--- src/rtl/stream_demux_pkg.sv ---
// ---------------------------------------------------------------------------
// stream_demux_pkg
//
// Purpose:
//   Shared definitions for the 1-to-N stream demultiplexer: the select FSM
//   state encodings, the drop counter width and a saturating increment
//   helper used by the drop counter.
//
// Contents:
//   ST_IDLE / ST_LOCKED  select FSM state encodings (1 bit)
//   DROP_CNT_W           width of the discarded-beat counter
//   sat_inc()            increment that sticks at all-ones
// ---------------------------------------------------------------------------
package stream_demux_pkg;

    localparam logic [0:0] ST_IDLE   = 1'b0;
    localparam logic [0:0] ST_LOCKED = 1'b1;

    localparam int DROP_CNT_W = 16;

    // The drop counter is a diagnostic: once it tops out it must stay at
    // all-ones rather than wrap back to a small, misleading value.
    function automatic logic [DROP_CNT_W-1:0] sat_inc(input logic [DROP_CNT_W-1:0] value);
        return (&value) ? value : value + 1'b1;
    endfunction

endpackage

--- src/rtl/stream_demux_1ton_slot.sv ---
// ---------------------------------------------------------------------------
// demux_out_slot
//
// Purpose:
//   One-entry output register for a single demux channel. Holds a beat
//   (data + last flag) until the consumer takes it. A load in the same
//   cycle as a drain wins, so the slot stays full and the channel sustains
//   one beat per clock.
//
// Ports:
//   clk        rising-edge clock
//   rst        asynchronous active-high reset, empties the slot
//   load       write load_data/load_last into the slot this cycle
//   load_data  payload to store
//   load_last  packet-last flag to store
//   out_ready  consumer ready for this channel
//   out_valid  slot holds a beat
//   out_data   stored payload, stable while out_valid & ~out_ready
//   out_last   stored last flag, stable while out_valid & ~out_ready
// ---------------------------------------------------------------------------
module demux_out_slot #(
    parameter int DATA_W = 8
) (
    input  logic              clk,
    input  logic              rst,
    input  logic              load,
    input  logic [DATA_W-1:0] load_data,
    input  logic              load_last,
    input  logic              out_ready,
    output logic              out_valid,
    output logic [DATA_W-1:0] out_data,
    output logic              out_last
);

    // Occupancy flag. A load always leaves the slot full, even if the old
    // beat drains on the same edge; otherwise a drain empties it. The top
    // only asserts load when the slot is empty or draining, so an
    // unconsumed beat is never overwritten.
    always_ff @(posedge clk or posedge rst) begin
        if (rst) begin
            out_valid <= 1'b0;
        end else if (load) begin
            out_valid <= 1'b1;
        end else if (out_valid && out_ready) begin
            out_valid <= 1'b0;
        end
    end

    // Payload and last flag change only on a load, which keeps them
    // stable for the whole time a beat waits on a stalled consumer.
    always_ff @(posedge clk or posedge rst) begin
        if (rst) begin
            out_data <= '0;
            out_last <= 1'b0;
        end else if (load) begin
            out_data <= load_data;
            out_last <= load_last;
        end
    end

endmodule

--- src/rtl/stream_demux_1ton.sv ---
// ---------------------------------------------------------------------------
// stream_demux_1ton
//
// Purpose:
//   Registered 1-to-N stream demultiplexer with valid/ready on every port.
//   Each accepted input beat lands in the one-entry slot of the channel
//   picked by in_sel and appears there one clock later. With PKT_MODE=1 the
//   select is captured on a packet's first beat and held until in_last.
//   Beats addressed to a non-existent channel are accepted and discarded,
//   and counted in a saturating drop counter.
//
// Ports:
//   clk         rising-edge clock
//   rst         asynchronous active-high reset
//   in_valid    input beat present
//   in_ready    input beat accepted when in_valid & in_ready
//   in_data     input payload
//   in_sel      destination channel (ignored while a packet is locked)
//   in_last     final beat of a packet
//   out_valid   per-channel beat present
//   out_ready   per-channel consumer ready
//   out_data    channel k payload at [k*DATA_W +: DATA_W]
//   out_last    per-channel last flag
//   drop_pulse  one-cycle pulse after a beat was discarded
//   drop_count  discarded-beat count, saturating
// ---------------------------------------------------------------------------
module stream_demux_1ton
    import stream_demux_pkg::*;
#(
    parameter  int DATA_W   = 8,
    parameter  int N_CH     = 4,
    parameter  int PKT_MODE = 1,
    localparam int SEL_W    = $clog2(N_CH)
) (
    input  logic                   clk,
    input  logic                   rst,
    input  logic                   in_valid,
    output logic                   in_ready,
    input  logic [DATA_W-1:0]      in_data,
    input  logic [SEL_W-1:0]       in_sel,
    input  logic                   in_last,
    output logic [N_CH-1:0]        out_valid,
    input  logic [N_CH-1:0]        out_ready,
    output logic [N_CH*DATA_W-1:0] out_data,
    output logic [N_CH-1:0]        out_last,
    output logic                   drop_pulse,
    output logic [DROP_CNT_W-1:0]  drop_count
);

    logic [0:0]            state_q;
    logic [0:0]            state_d;
    logic [SEL_W-1:0]      lock_sel_q;
    logic [SEL_W-1:0]      eff_sel;
    logic                  sel_valid;
    logic [N_CH-1:0]       ch_hit;
    logic [N_CH-1:0]       slot_load;
    logic                  accept;
    logic                  drop;
    logic                  drop_pulse_q;
    logic [DROP_CNT_W-1:0] drop_count_q;

    // While a packet is locked the captured select steers the beat and
    // in_sel is ignored.
    assign eff_sel = (state_q == ST_LOCKED) ? lock_sel_q : in_sel;

    // Widen by one bit so the comparison still works when N_CH is a power
    // of two and N_CH itself does not fit in SEL_W bits.
    assign sel_valid = ({1'b0, eff_sel} < (SEL_W + 1)'(N_CH));

    // One-hot channel decode; it is all-zero for an invalid select, so no
    // per-channel vector is ever indexed out of range.
    for (genvar k = 0; k < N_CH; k++) begin : g_hit
        assign ch_hit[k] = (eff_sel == SEL_W'(k));
    end

    // Ready depends only on the FSM, the slots and the consumers, never on
    // in_valid. A discard target is always ready; a real channel is ready
    // when its slot is empty or draining this cycle.
    assign in_ready  = ~sel_valid | (|(ch_hit & (~out_valid | out_ready)));
    assign accept    = in_valid & in_ready;
    assign slot_load = {N_CH{accept}} & ch_hit;
    assign drop      = accept & ~sel_valid;

    // Output slots, one per channel, flattened onto the output buses.
    for (genvar k = 0; k < N_CH; k++) begin : g_slot
        demux_out_slot #(
            .DATA_W (DATA_W)
        ) u_slot (
            .clk       (clk),
            .rst       (rst),
            .load      (slot_load[k]),
            .load_data (in_data),
            .load_last (in_last),
            .out_ready (out_ready[k]),
            .out_valid (out_valid[k]),
            .out_data  (out_data[k*DATA_W +: DATA_W]),
            .out_last  (out_last[k])
        );
    end

    // Packet FSM. A multi-beat packet starts on an accepted beat without
    // in_last and ends on an accepted beat with it; a single-beat packet
    // never leaves IDLE. In beat mode the FSM is parked in IDLE.
    always_comb begin
        state_d = state_q;
        if ((PKT_MODE != 0) && accept) begin
            if ((state_q == ST_IDLE) && !in_last) begin
                state_d = ST_LOCKED;
            end else if ((state_q == ST_LOCKED) && in_last) begin
                state_d = ST_IDLE;
            end
        end
    end

    // State register and select capture. The select is captured raw, so a
    // packet addressed to a missing channel stays locked onto it and every
    // beat up to in_last is discarded.
    always_ff @(posedge clk or posedge rst) begin
        if (rst) begin
            state_q    <= ST_IDLE;
            lock_sel_q <= '0;
        end else begin
            state_q <= state_d;
            if ((state_q == ST_IDLE) && (state_d == ST_LOCKED)) begin
                lock_sel_q <= in_sel;
            end
        end
    end

    // Drop reporting: a one-cycle pulse after each discarded beat and a
    // counter that sticks at its maximum instead of wrapping.
    always_ff @(posedge clk or posedge rst) begin
        if (rst) begin
            drop_pulse_q <= 1'b0;
            drop_count_q <= '0;
        end else begin
            drop_pulse_q <= drop;
            if (drop) begin
                drop_count_q <= sat_inc(drop_count_q);
            end
        end
    end

    assign drop_pulse = drop_pulse_q;
    assign drop_count = drop_count_q;

endmodule

--- config.mk ---
export PLATFORM = sky130hd
export DESIGN_NAME = stream_demux_1ton
export DESIGN_NICKNAME = d
export VERILOG_FILES = /design/src/rtl/stream_demux_pkg.sv /design/src/rtl/stream_demux_1ton_slot.sv /design/src/rtl/stream_demux_1ton.sv
export SDC_FILE = /design/constraint.sdc
export NUM_CORES = 1
export LEC_CHECK = 0
export ABC_CLOCK_PERIOD_IN_PS = 2470
export CORE_ASPECT_RATIO = 0.8
export CORE_MARGIN = 3
export CORE_UTILIZATION = 47
export CTS_CLUSTER_SIZE = 30
export DETAILED_ROUTE_END_ITERATION = 12
export PLACE_DENSITY = 0.95
export SLEW_MARGIN = 20
export SYNTH_ARGS = -nofsm -noshare
export SYNTH_HDL_FRONTEND = slang
export SYNTH_SLANG_ARGS = --single-unit
--- constraint.sdc ---
create_clock -name clk -period 2.47 [get_ports clk]
set_clock_uncertainty 0.1 [all_clocks]
set_input_delay 0.494 -clock clk [delete_from_list [all_inputs] [get_ports clk]]
set_output_delay 0.494 -clock clk [all_outputs]
set_load 0.02 [all_outputs]
### Yosys cells after proc, flatten, opt, wreduce, memory -nomap -nowiden

Index checks and enable logic that the tools add are counted.
W data, S select, Z words.

| storage, ports and cells | value |
|---|---|
| bits of input ports | 18 |
| output and inout bits | 58 |
| bits in registers | 43 |
| word-level logic and storage cells | 49 |

| operators by class | value |
|---|---|
| bitwise operators | 6 |
| reduce and logical (&&, ||, !) cells | 14 |
| eq/ne operators | 3 |
| muxes and demuxes | 12 |

Operators by type and width:

| cell | count |
|---|---|
| $mux W1 | 11 |
| $and A4 B4 Y4 | 2 |
| $reduce_bool A2 Y1 | 4 |
| $logic_and A1 B1 Y1 | 7 |
| $eq A2 B2 Y1 const B | 2 |
| $not A4 Y4 | 1 |
| $or A4 B4 Y4 | 1 |
| $reduce_or A4 Y1 | 1 |
| $eq A2 B1 Y1 const B | 1 |
| $logic_not A2 Y1 | 1 |
| $mux W2 | 1 |
| $and A1 B1 Y1 | 1 |
| $logic_not A1 Y1 | 1 |
| $not A1 Y1 | 1 |

### Longest topological paths before layout

| logic depth | value |
|---|---|
| word-level depth | 7 |
| gate-level depth with buffers | 5 |
| depth with buffers taken out | 4 |

### Modules after synthesis

Synthesis repeated with hierarchy kept, for this count alone.

| second synthesis, totals | value |
|---|---|
| cells, all modules | 145 |
| area, all modules | 2087.0 µm² |

By module, submodules not included:

| module | cells each | sequential area each (µm²) | instances | area an instance (µm²) |
|---|---|---|---|---|
| demux_out_slot | 23 | 250.2 | 4 | 412.9 |
| stream_demux_1ton | 53 | 75.1 | 1 | 435.4 |

### Worst setup path after synthesis

Ideal clock, no wire load.

| path | value |
|---|---|
| path type | reg-to-output |
| start point | register state_q |
| end point | output in_ready |
| slack | 486 ps |
| stages on the path, launching flop included | 5 |
| arrival time | 1390 ps |
| data required time | 1876 ps |
| buffers on the path | 1 |
| cell sequence | dfrtp_1 -> buf_6 -> mux2_4 -> mux2i_4 -> mux2i_1 |

| on the way | value |
|---|---|
| word-level cells in the longest chain between the ends | 4 |
| elaborated cells on any way between the ends | 7 |
| classes of those cells | eq/ne: 3; mux: 1; bitwise: 1; reduce/logical: 2 |

Ends and longest elaborated chain:

| what | line | text |
|---|---|---|
| start, declared | stream_demux_1ton.sv:50 | `logic [0:0] state_q;` |
| start signal, assigned | stream_demux_1ton.sv:123 | `state_q <= state_d;` |
| $mux W2 * | stream_demux_1ton.sv:64 | `assign eff_sel = (state_q == ST_LOCKED) ? lock_sel_q : in_sel;` |
| $eq A2 B1 Y1, or another cell as far along | stream_demux_1ton.sv:73 | `assign ch_hit[k] = (eff_sel == SEL_W'(k));` |
| $and A4 B4 Y4 * | stream_demux_1ton.sv:79 | `assign in_ready = ~sel_valid \| (\|(ch_hit & (~out_valid \| out_ready)));` |
| $reduce_or A4 Y1 * | stream_demux_1ton.sv:79 |  |
| end, declared | stream_demux_1ton.sv:38 | `output logic in_ready,` |

Mark *: on every way between the ends. The rest lies on a longest branch, timed or not.

### Worst setup path after layout

| path | value |
|---|---|
| start point | input in_sel[0] |
| end point | output in_ready |

| on the way | value |
|---|---|
| word-level cells in the longest chain between the ends | 4 |
| elaborated cells on any way between the ends | 7 |
| classes of those cells | eq/ne: 3; mux: 1; bitwise: 1; reduce/logical: 2 |

Ends and longest elaborated chain:

| what | line | text |
|---|---|---|
| start, declared | stream_demux_1ton.sv:40 | `input logic [SEL_W-1:0] in_sel,` |
| $mux W2 * | stream_demux_1ton.sv:64 |  |
| $eq A2 B1 Y1, or another cell as far along | stream_demux_1ton.sv:73 |  |
| $and A4 B4 Y4 * | stream_demux_1ton.sv:79 |  |
| $reduce_or A4 Y1 * | stream_demux_1ton.sv:79 |  |

Marks and branches as above.

==> out/qor.csv <==
stage,metric,value,unit
global_route,grt_start_max_net_pins,25,
hold_path,hold_class,flip-flop to flip-flop,
power_and_ir_drop,finalPower,3810,uW
timing,max_freq,0.420,GHz
clocking,clock_sinks,43,
worst_setup_path,arrival,1.79,ns
worst_setup_path,slowest_delay,0.44,ns
hold_path,whs_path_depth,1,
placed_design,io_buffer_count,58,
routing,wl_per_cell,15.5,microns
hold_path,hp-start,g_slot[3].u_slot.out_data[5],
finish,layout_commonest_cell,clkdlybuf4s50_1,
worst_setup_path,timing.rr.start,state_q,
placed_design,dp_hpwl,3.19,mm
timing,finalHoldWorstSlack,0.407,ns
die,die-area,5090,sq um
power_and_ir_drop,powerDensity,1370,nW/um^2
global_route,grt_use_total,0.175,
power_and_ir_drop,ir_drop,0.805,mV
logic_synthesis,yosysWarnings,0,
logic_synthesis,yosys_register_bits,43,
worst_setup_path,crit_family,buffers and inverters,
clocking,h-tree-depth,2,
routing,viasPerCell,4.78,
timing,maxSlewHeadroom,0.438,
clocking,cts-root-buf,clkbuf_8,
logic_synthesis,synthesis.area,2000,sq um
die,ios,76,
worst_setup_path,cp_max_fo,2,
routing,finalWirelength,4.22,mm
routing,antenna_left,0,
routing,drc,0,
clocking,clk_latency,0.29,ns
timing,drv_slew,0,
die,die_h,64.4,microns
timing,fin_crit_sh,0.963,
logic_synthesis,yosysUniqueCellTypes,20,
timing,layout_min_cycle_time,2.38,ns
finish,nFillCells,310,
finish,diodes,0,
die,rows,20,
logic_synthesis,netlist_instances,141,
routing,dr.pass1.iters,4,
die,core,3950,sq um
die,start_util,0.507,
finish,area_delta_synth_final,38.5,%
status,outcome,"complete, no violations",
die,die_w,79.0,microns
timing,rsz0062_at_grt,false,
placed_design,gp_congestion,0.858,
worst_setup_path,crit_buf_inv,3,
hold_path,hold_end,g_slot[3].u_slot.out_data[5],
clocking,hold_buffers,0,
worst_setup_path,rrSetupSlack,0.51,ns
finish,final_cell_mix,"57 x clkdlybuf4s50_1, 43 x dfrtp_1, 37 x mux2_2, 21 x buf_4, 17 x conb_1",
worst_setup_path,regToRegEndpoint,g_slot[3].u_slot.out_data[2],
routing,drt_iter0_markers,53,
power_and_ir_drop,p_leak,0.00122,uW
timing,setup_viol,0,
logic_synthesis,yosysSeqAreaShare,0.537,
worst_setup_path,cp-start-kind,primary input,
worst_setup_path,critPathKind,primary input to output port,
worst_setup_path,crit_top_cell,mux2i_4,
worst_setup_path,worstPathRequired,1.88,ns
global_route,antenna_found_initial,0,
timing,worst_slew_pin_slew,0.839,ns
worst_setup_path,reg2regPathDepth,4,
worst_setup_path,cp_slowest_cell,clkdlybuf4s50_1,
global_route,grt_overflow_total,0,
run,max_cap_violations,0,
routing,dr_total_vias,1301,
timing,final-hold-violation-count,0,
worst_setup_path,worstPathCellList,clkdlybuf4s50_1 -> buf_4 -> mux2i_4 -> mux2i_4 -> mux2i_1 -> buf_2,
global_route,grt_pass1_wl,6.73,mm
clocking,tritoncts,done,
logic_synthesis,syn-mean-instance-area,14.2,sq um
clocking,path_clk_slew,0.08,ns
finish,fin_nets,234,
worst_setup_path,timing.critical_path.to_type,output port,
clocking,clk_path_buf_depth,2,
finish,drive_above_1_share,0.359,
clocking,cts_buffers,5,
global_route,grt_pass1_vias,1374,
-- what timing repair did --
action                     in CTS  in global routing
gates resized for setup         4                  0
setup endpoints to repair       1                  0
buffers inserted                0                  0
-- registers in the layout, summed over array words and instances, names as in the netlist --
signal / flops
g_slot.u_slot.out_data: 32
g_slot.u_slot.out_last: 4
g_slot.u_slot.out_valid: 4
lock_sel_q: 2
state_q: 1
-- cell families after synthesis --
logic type	Yosys count	synth area share
muxes	45	0.276
DFF	43	0.537
buffers and inverters	30	0.107
and+or+nand+nor	17	0.0574
AOI/OAI and AO/OA	5	0.0206
other	1	0.00187
-- stage by stage --
stage | instance area [sq um] | cells | TNS, ns | setup WS (ns) | utilization
finish | 2780 | 272 | 0 | 0.0908 | 0.702
global route | 2780 | 272 | 0 | 0.0429 | 0.702
CTS | 2780 | 272 | 0 | 0.0789 | 0.702
detailed placement | 2670 | 264 | -0.326 | -0.326 | 0.675
global placement | 2670 | 264 | -0.292 | -0.292 | 0.675
floorplan | 2060 | 157 | 0 | 0.486 | -
-- cells in the mapped netlist --
cell type,number,area share
o21bai_1,1,0.0037
mux2_2,37,0.21
mux2_4,1,0.0075
nand2_1,7,0.013
mux2i_4,4,0.045
nand4_2,4,0.025
mux2i_1,2,0.010
o21ai_0,1,0.0025
o22ai_2,1,0.0062
buf_2,1,0.0025
o22ai_1,1,0.0031
dfrtp_1,43,0.54
mux2_1,1,0.0056
buf_6,1,0.0056
inv_1,3,0.0056
nor3b_1,1,0.0037
conb_1,1,0.0019
a21bo_2,1,0.0050
nand2b_1,5,0.016
buf_4,25,0.094
-- worst max-delay path by stage --
| stage | from | to | slack, ns | cells past startpoint |
|---|---|---|---|---|
| 6_report | in_sel[0] | in_ready | 0.09 | 6 |
| 5_1_grt | in_sel[0] | in_ready | 0.04 | 6 |
| 4_1_cts | in_sel[0] | in_ready | 0.08 | 6 |
| 3_5_place_dp | in_sel[0] | in_ready | -0.33 | 5 |
| 3_3_place_gp | in_sel[0] | in_ready | -0.29 | 5 |
| 2_1_floorplan | state_q | in_ready | 0.49 | 4 |
-- area by class of cell --
cell class / count / area (sq um) / share of cell area
Clock buffer: 5 / 68.8 / 0.0248
Clock inverter: 3 / 43.8 / 0.0158
Inverter: 3 / 11.3 / 0.00406
Multi-Input combinational cell: 84 / 773 / 0.279
Sequential cell: 43 / 1080 / 0.388
Tap cell: 55 / 68.8 / 0.0248
Timing Repair Buffer: 79 / 733 / 0.264
-- per-layer routing --
layer | global-route usage | wire length, microns | vias up
met1 | 0.219 | 1760 | 648
li1 | - | - | 591
met5 | 0 | 0 | -
met4 | 0.0515 | 38 | 0
met2 | 0.278 | 2010 | 57
met3 | 0.0722 | 415 | 5
-- power breakdown --
group          total (uW)  switching [uW]  internal [uW]
Combinational        2020             929           1090
Sequential           1250             201           1050
Clock                 540             239            301
No activity file was read; power rests on OpenSTA's default activity.
